File: src/rtl/game_clock_multi.sv
// N-player round-robin game clock with Fischer increment, pause and flag detection.
// Times are binary seconds; the display side does any decimal conversion.
module game_clock_multi #(
    parameter int p_players   = 2,
    parameter int p_time_w    = 8,
    parameter int p_divider   = 50_000_000,
    parameter int p_increment = 0
) (
    input  logic                            i_clk_50m,
    input  logic                            i_rst,
    input  logic                            i_restart,
    input  logic                            i_pause,
    input  logic [p_players-1:0]            i_move,
    input  logic [p_time_w-1:0]             i_init,
    output logic [p_players*p_time_w-1:0]   o_time,
    output logic [p_players-1:0]            o_active,
    output logic [1:0]                      o_state,
    output logic [p_players-1:0]            o_flag,
    output logic [p_players-1:0]            o_win,
    output logic                            o_sec
);

    localparam int pre_w     = $clog2(p_divider);
    localparam int time_max  = (2 ** p_time_w) - 1;
    localparam int inc_clamp = (p_increment > time_max) ? time_max : p_increment;
    localparam logic [p_time_w-1:0] inc_v    = p_time_w'(inc_clamp);
    localparam logic [pre_w-1:0]    pre_last = pre_w'(p_divider - 1);

    typedef enum logic [1:0] {
        st_idle  = 2'd0,
        st_run   = 2'd1,
        st_pause = 2'd2,
        st_flag  = 2'd3
    } state_t;

    state_t                 state_reg;
    logic [p_players-1:0]   active_reg;
    logic [p_players-1:0]   flag_reg;
    logic [p_players-1:0]   win_reg;
    logic [p_time_w-1:0]    time_reg [p_players];
    logic [pre_w-1:0]       pre_reg;
    logic                   sec_reg;

    logic [p_players-1:0]   move_low;
    logic [p_time_w-1:0]    active_time;

    function automatic logic [p_players-1:0] rot(input logic [p_players-1:0] x);
        return {x[p_players-2:0], x[p_players-1]};
    endfunction

    // The carry out of the widened add is exactly the overflow, since inc_v fits.
    function automatic logic [p_time_w-1:0] sat_inc(input logic [p_time_w-1:0] t);
        logic [p_time_w:0] s;
        s = {1'b0, t} + {1'b0, inc_v};
        return s[p_time_w] ? {p_time_w{1'b1}} : s[p_time_w-1:0];
    endfunction

    always_comb begin
        move_low    = i_move & (~i_move + p_players'(1));
        active_time = '0;
        for (int k = 0; k < p_players; k++) begin
            if (active_reg[k]) active_time = time_reg[k];
        end
    end

    always_ff @(posedge i_clk_50m) begin
        if (i_rst || i_restart) begin
            state_reg  <= st_idle;
            active_reg <= '0;
            flag_reg   <= '0;
            win_reg    <= '0;
            pre_reg    <= '0;
            sec_reg    <= 1'b0;
            for (int k = 0; k < p_players; k++) time_reg[k] <= i_init;
        end else begin
            sec_reg <= 1'b0;
            case (state_reg)
                st_idle: begin
                    if (|i_move) begin
                        state_reg  <= st_run;
                        active_reg <= rot(move_low);
                        pre_reg    <= '0;
                    end
                end
                st_run: begin
                    if (i_pause) begin
                        state_reg <= st_pause;
                    end else if (active_time == '0) begin
                        // Covers both a countdown to zero and handing the turn to an empty clock.
                        state_reg <= st_flag;
                        flag_reg  <= active_reg;
                        win_reg   <= ~active_reg;
                    end else if (|(i_move & active_reg)) begin
                        for (int k = 0; k < p_players; k++) begin
                            if (active_reg[k]) time_reg[k] <= sat_inc(time_reg[k]);
                        end
                        active_reg <= rot(active_reg);
                        pre_reg    <= '0;
                    end else if (pre_reg == pre_last) begin
                        pre_reg <= '0;
                        sec_reg <= 1'b1;
                        for (int k = 0; k < p_players; k++) begin
                            if (active_reg[k] && time_reg[k] != '0)
                                time_reg[k] <= time_reg[k] - p_time_w'(1);
                        end
                    end else begin
                        pre_reg <= pre_reg + pre_w'(1);
                    end
                end
                st_pause: begin
                    if (i_pause) state_reg <= st_run;
                end
                default: ;
            endcase
        end
    end

    for (genvar gi = 0; gi < p_players; gi++) begin : g_time
        assign o_time[gi*p_time_w +: p_time_w] = time_reg[gi];
    end

    assign o_active = active_reg;
    assign o_state  = state_reg;
    assign o_flag   = flag_reg;
    assign o_win    = win_reg;
    assign o_sec    = sec_reg;

endmodule

File: config.mk
export PLATFORM = sky130hd
export DESIGN_NAME = game_clock_multi
export DESIGN_NICKNAME = d
export VERILOG_FILES = /design/src/rtl/game_clock_multi.sv
export SDC_FILE = /design/constraint.sdc
export NUM_CORES = 1
export LEC_CHECK = 0
export CORE_ASPECT_RATIO = 2
export CORE_MARGIN = 3
export CORE_UTILIZATION = 55
export DETAILED_ROUTE_END_ITERATION = 12
export PLACE_DENSITY = 0.8
export SETUP_SLACK_MARGIN = 0.15
export SYNTH_ARGS = -nofsm -noshare
export SYNTH_HDL_FRONTEND = slang
export SYNTH_SLANG_ARGS = --single-unit
File: constraint.sdc
create_clock -name i_clk_50m -period 4.1 [get_ports i_clk_50m]
set_input_delay 0.41 -clock i_clk_50m [delete_from_list [all_inputs] [get_ports i_clk_50m]]
set_output_delay 0.41 -clock i_clk_50m [all_outputs]
set_load 0.02 [all_outputs]
==> results of run 1 <==
==> cell type report <==
type / instances / area [um^2] / area share
multi-input combinational: 248 / 1610 / 0.470
clock buffer: 5 / 68.8 / 0.0200
tap: 58 / 72.6 / 0.0211
timing repair buffer: 44 / 425 / 0.124
sequential: 51 / 1180 / 0.344
inverter: 16 / 60.1 / 0.0175
clock inverter: 3 / 15.0 / 0.00437
==> worst register-to-register path, delay by kind of cell (launching register included) <==
kind,cells,cell delay [ns]
mux,1,0.16
simple gates,3,1.66
compound gates,1,0.20
buf+inv,1,0.22
flops,1,0.40
==> stage by stage <==
stage / util / std cells / hold slack (ns) / setup slack, ns / power (mW)
3_3_place_gp: 0.647 / 417 / 0.461 / 1.04 / 0.733
2_1_floorplan: - / 331 / 0.461 / 1.16 / 0.665
5_1_grt: 0.663 / 425 / 0.510 / 0.916 / 1.05
4_1_cts: 0.663 / 425 / 0.479 / 1.19 / 1.01
3_5_place_dp: 0.647 / 417 / 0.465 / 0.924 / 0.738
6_report: 0.663 / 425 / 0.476 / 1.18 / 1.01
==> logic make-up (layout without fill, tap and decap cells) <==
family                     Yosys count  in the layout  share of synthesized area
AOI/OAI and AO/OA                  103            103                      0.243
xor gates and xnor gates            12             12                     0.0355
adders and majority gates            4              4                     0.0169
buffers and inverters               32             68                     0.0566
DFF                                 51             51                      0.399
muxes                                5              5                     0.0169
and+or+nand+nor                    124            124                      0.232
==> synthesized netlist by cell type (8+ instances only) <==
library cell,n
o21ai_0,16
dfxtp_1,35
nand2_1,22
inv_1,16
a21oi_1,28
a22o_1,11
nor2_1,21
a22oi_1,9
edfxtp_1,16
nand4_1,10
clkbuf_1,8
xnor2_1,9
nand3_1,13
==> worst min path at each step <==
stage / to
4_1_cts: o_flag[1]
3_3_place_gp: o_flag[1]
6_report: o_flag[1]
5_1_grt: o_flag[1]
2_1_floorplan: pre_reg[13]
3_5_place_dp: o_flag[1]
==> per-layer routing <==
metal	routed length [um]	part of all wire	vias up
met5	0	0	-
met4	139	0.019	0
met3	181	0.024	9
met2	4350	0.58	50
met1	2790	0.37	1283
li1	-	-	1325
==> power by group through the flow <==
stage	Combinational (mW)	Sequential, mW	Clock, mW
after global placement	0.157	0.576	0
after CTS	0.161	0.566	0.285
after floorplan	0.0738	0.591	0
after global routing	0.175	0.570	0.303
final	0.160	0.566	0.284
after detailed placement	0.160	0.578	0
==> flow_metrics.py, run 1 <==
metrics = {
    "sta": {
        "rsz0062_at_grt": "false",
        "maxSlewHeadroom": 0.415,
        "skew_ns": 0.0137,
        "fmax_mhz": 343,
        "drv_slew": 0,
        "finalHoldViolCount": 0,
        "fin_crit_ns": 2.92,
        "fin_crit_sh": 0.712,
        "setup_tns_ns": 0,
        "final-setup-viol-count": 0,
        "tightest_slew_ns": 0.870,
    },
    "setup_path": {
        "timing.rr.end": "time_reg[0][1]",
        "worstPathRequired_ns": 4.13,
        "crit_start": "pre_reg[16]",
        "reg2reg_from": "pre_reg[16]",
        "endpoint_kind": "flop",
        "arrival_ns": 2.95,
        "crit_chain": "or4_1, or3_2, a2111oi_4, buf_4, and2_1, mux2i_1",
        "cp_top_family": "simple AND/OR/NAND/NOR gates",
        "crit_fanout": 16,
        "cpPeakStageDelay_ns": 0.59,
        "worst-r2r-cell-count": 6,
        "start_kind": "flop",
        "path_class": "flop to flop",
        "reg2reg_slack_ns": 1.18,
        "path_depth": 6,
        "crit_path_end": "time_reg[0][1]",
        "critPathBufInv": 1,
        "cp_slowest_cell": "or4_1",
    },
    "floorplanning": {
        "fp.coreArea_um2": 5180,
        "dieArea_um2": 6360,
        "die_x_um": 57.9,
        "start_util": 0.571,
        "pin_count": 39,
        "num_rows": 37,
        "die_h_um": 110,
    },
    "clock_tree": {
        "cts.repair.resized": 0,
        "numCtsBuffers": 5,
        "worst_skew_pair.late_latency_ns": 0.30,
        "htreeDepth": 2,
        "cts_hold_buf": 0,
        "postCtsSetupBuffers": 0,
        "cts_root_buffer": "clkbuf_8",
        "tritoncts": "built",
        "path_clk_slew_ns": 0.09,
        "clkSinkCount": 51,
        "clk_path_buf_depth": 2,
    },
    "route": {
        "routed_via_density": 6.28,
        "dr.pass1.iters": 4,
        "routed-via-count": 2667,
        "wire_per_inst_um": 17.6,
        "drc": 0,
        "drtIter0Drc": 102,
        "ant_nets": 0,
        "totalWireLength_mm": 7.46,
    },
    "finish": {
        "largest_reg_flops": 26,
        "nNetsFinal": 384,
        "drive_gt1_frac": 0.0654,
        "antennaDiodeCount": 0,
        "nFillCells": 504,
        "fin_area_um2": 3440,
        "area_growth_syn_to_layout_pct": 16.0,
        "mostFrequentLayoutCells": "38 x clkdlybuf4s50_1, 35 x dfxtp_1, 28 x a21oi_1",
        "final_common_cell": "clkdlybuf4s50_1",
    },
    "synthesis": {
        "synth_edf_count": 16,
        "syn-num-nets": 349,
        "synth_ff_type": "dfxtp_1",
        "syn-mean-instance-area_um2": 8.95,
        "synthArstFlopShare": 0,
        "yosys_warnings": 0,
        "synth_seq_cells": 51,
        "seq_area_frac_synth": 0.399,
        "yosys.area.top_type": "dfxtp_1",
        "synthesis.area_um2": 2960,
        "synthCells": 331,
        "synth.distinct_cells": 56,
        "synth_top_area_share": 0.236,
        "synthTopCellsByArea": "dfxtp_1 24%, edfxtp_1 16%, a21oi_1 4.7%, a22o_1 3.3%, nand2_1 2.8%",
    },
    "pwr": {
        "p_leak_nw": 1.18,
        "p_switching_uw": 277,
        "powerDensity_nw_per_um2": 294,
        "combPwrFrac": 0.158,
        "switching_share": 0.275,
        "seqPwrFrac": 0.561,
        "intPower_uw": 732,
        "pwr-share-clk": 0.281,
        "vdd_ir_drop_max_mv": 0.267,
    },
    "grt": {
        "met1_usage": 0.280,
        "grt_start_max_net_pins": 24,
        "grt_pass1_vias": 2620,
        "grt_util_met3": 0.0282,
        "grtUsageTotal": 0.258,
        "antenna_found_initial": 0,
        "grt.met2_usage": 0.495,
        "grt_pass1_wl_mm": 12.7,
        "grt_overflow_total": 0,
        "top_usage_layer": "met2",
    },
    "flow_run": {
        "max_cap_viol_count": 0,
    },
    "place": {
        "gp_congestion": 0.876,
        "port_buffers": 38,
        "dpl_cell_area_um2": 3350,
        "dp_hpwl_mm": 5.67,
    },
    "hold_path": {
        "worstHoldStart": "o_flag[1]",
        "hold_path_class": "flop to flop",
        "min_path_cells": 2,
    },
    "status": {
        "status": "finished, final reports clean",
    },
}
Power figures use the tool's default switching activity.
==> run 2, diff against run 1 <==
- CORE_UTILIZATION: 55 -> 50
- PLACE_DENSITY: 0.8 -> 0.76
- clock period: 4.1 -> 2.39 ns (I/O delays scaled with it)
==> run 2 against run 1 <==
Net effect: the run now ends with negative setup slack left; final cell count up 15%; critical endpoint unchanged; first-iteration DRC count up 70%; cell area up 28%.
==> flow_metrics.py, run 2 (synthesis gave the netlist of run 1 again) <==
metrics = {
    "sta": {
        "rsz0062_at_grt": "true",
        "fmax_mhz": 407,
        "drv_slew": 0,
        "maxSlewHeadroom": 0.610,
        "final-setup-viol-count": 30,
        "fin_crit_ns": 2.46,
        "fin_ws_ns": -0.0688,
        "finalHoldViolCount": 0,
        "tightest_slew_ns": 0.580,
        "fin_crit_sh": 1.03,
        "skew_ns": 0.00692,
        "setup_tns_ns": -0.899,
    },
    "floorplanning": {
        "fp.coreArea_um2": 5710,
        "die_h_um": 115,
        "start_util": 0.519,
        "pin_count": 39,
        "num_rows": 39,
        "die_x_um": 60.4,
        "dieArea_um2": 6940,
    },
    "status": {
        "violations": "negative setup slack",
        "status": "finished with violations",
    },
    "route": {
        "totalWireLength_mm": 10.4,
        "routed_via_density": 6.65,
        "drtIter0Drc": 173,
        "wire_per_inst_um": 21.4,
        "routed-via-count": 3244,
        "drc": 0,
        "dr.pass1.iters": 5,
        "ant_nets": 0,
    },
    "setup_path": {
        "reg2reg_from": "pre_reg[16]",
        "worstPathRequired_ns": 2.52,
        "timing.rr.end": "time_reg[0][1]",
        "start_kind": "flop",
        "crit_fanout": 8,
        "worst-r2r-cell-count": 6,
        "arrival_ns": 2.59,
        "endpoint_kind": "flop",
        "reg2reg_slack_ns": -0.07,
        "path_class": "flop to flop",
    },
    "clock_tree": {
        "clkSinkCount": 51,
        "clk_path_buf_depth": 2,
        "numCtsBuffers": 5,
        "worst_skew_pair.late_latency_ns": 0.30,
        "path_clk_slew_ns": 0.07,
        "tritoncts": "built",
        "cts_hold_buf": 0,
        "htreeDepth": 2,
        "cts_root_buffer": "clkbuf_16",
    },
    "grt": {
        "grt_start_max_net_pins": 24,
        "grt_overflow_total": 0,
        "antenna_found_initial": 0,
        "grtUsageTotal": 0.280,
        "grt_pass1_vias": 3058,
        "grt_pass1_wl_mm": 14.5,
    },
    "finish": {
        "final_common_cell": "buf_4",
        "mostFrequentLayoutCells": "54 x buf_4, 38 x clkdlybuf4s50_1, 34 x dfxtp_1",
        "largest_reg_flops": 26,
        "fin_area_um2": 4390,
        "layoutNonFillerInstCount": 488,
        "nFillCells": 362,
        "antennaDiodeCount": 0,
        "nNetsFinal": 444,
        "drive_gt1_frac": 0.314,
        "area_growth_syn_to_layout_pct": 48.1,
    },
    "place": {
        "port_buffers": 38,
        "gp_congestion": 0.855,
        "dp_hpwl_mm": 6.71,
        "dpl.cell_count": 466,
        "dpl_cell_area_um2": 3790,
        "dp_slack_ns": 0.0272,
    },
    "pwr": {
        "p_leak_nw": 1.62,
        "vdd_ir_drop_max_mv": 0.644,
        "power.total_mw": 2.20,
        "powerDensity_nw_per_um2": 502,
    },
    "hold_path": {
        "min_path_cells": 2,
        "hold_path_class": "flop to flop",
        "worstHoldStart": "o_flag[1]",
        "hold_end": "o_flag[1]",
    },
    "flow_run": {
        "max_cap_viol_count": 0,
    },
}
-- run 2: changes by cell type in the layout (fill, tap and decap cells not counted), moves of 5 or more --
cell and change:
buf_4 +48, a21oi_1 -19, a21oi_2 +14, buf_6 +7, clkbuf_16 +7, o21ai_0 -7
a21oi_4 +5, a22oi_1 -5, a22oi_2 +5, clkbuf_8 -5, or4_4 +5
-- run 2: worst max path at each step --
stage	slack (ns)	from	end
after global routing	-0.12	pre_reg[16]	time_reg[0][1]
after global placement	0.06	pre_reg[16]	time_reg[0][1]
final	-0.07	pre_reg[16]	time_reg[0][1]
after floorplan	-0.12	pre_reg[18]	time_reg[0][10]
after CTS	0.09	pre_reg[18]	time_reg[0][8]
after detailed placement	0.03	pre_reg[16]	time_reg[0][2]
-- run 2: per-layer routing --
| metal | GRT usage | routed length (um) |
|---|---|---|
| met4 | 0.151 | 604 |
| met3 | 0.0461 | 459 |
| met1 | 0.267 | 3420 |
| met5 | 0 | 0 |
| met2 | 0.533 | 5960 |
-- run 2: critical path, stage by stage (launching register included) --
cell       delay [ns]
dfxtp_1          0.32
or4_1            0.57
or3_4            0.39
a2111oi_4        0.41
and2_4           0.25
buf_8            0.14
mux2i_1          0.21
-- run 2: repair_timing --
| action | CTS | global route |
|---|---|---|
| buffers inserted | 5 | 6 |
| setup endpoints to repair | 59 | 58 |
| cloned | 0 | 3 |
| resized for setup | 23 | 43 |
| endpoints found under the hold margin | 0 | 0 |
| pin swaps | 4 | 2 |
-- run 2: report_power, final --
part	internal, mW	switching (mW)
logic	0.205	0.226
clock network	0.496	0.322
registers	0.926	0.0278
-- run 2: stage by stage --
| stage | utilization | hold slack [ns] |
|---|---|---|
| 6_report | 0.769 | 0.483 |
| 5_1_grt | 0.769 | 0.519 |
| 4_1_cts | 0.715 | 0.490 |
| 3_5_place_dp | 0.665 | 0.480 |
| 3_3_place_gp | 0.665 | 0.456 |
| 2_1_floorplan | - | 0.387 |
-- run 2: cell type report --
class | instances | area, um^2 | share of cell area
Inverter | 16 | 60.1 | 0.0137
Clock buffer | 7 | 133 | 0.0302
Sequential cell | 51 | 1180 | 0.269
Multi-Input combinational cell | 248 | 1940 | 0.443
Clock inverter | 1 | 30.0 | 0.00684
Tap cell | 61 | 76.3 | 0.0174
Timing Repair Buffer | 104 | 965 | 0.220
==> run 3, diff against run 2 <==
- CTS_CLUSTER_SIZE: unset -> 40
==> results of run 3 <==
Final layout, timing and power as in run 2 (identical DEF).
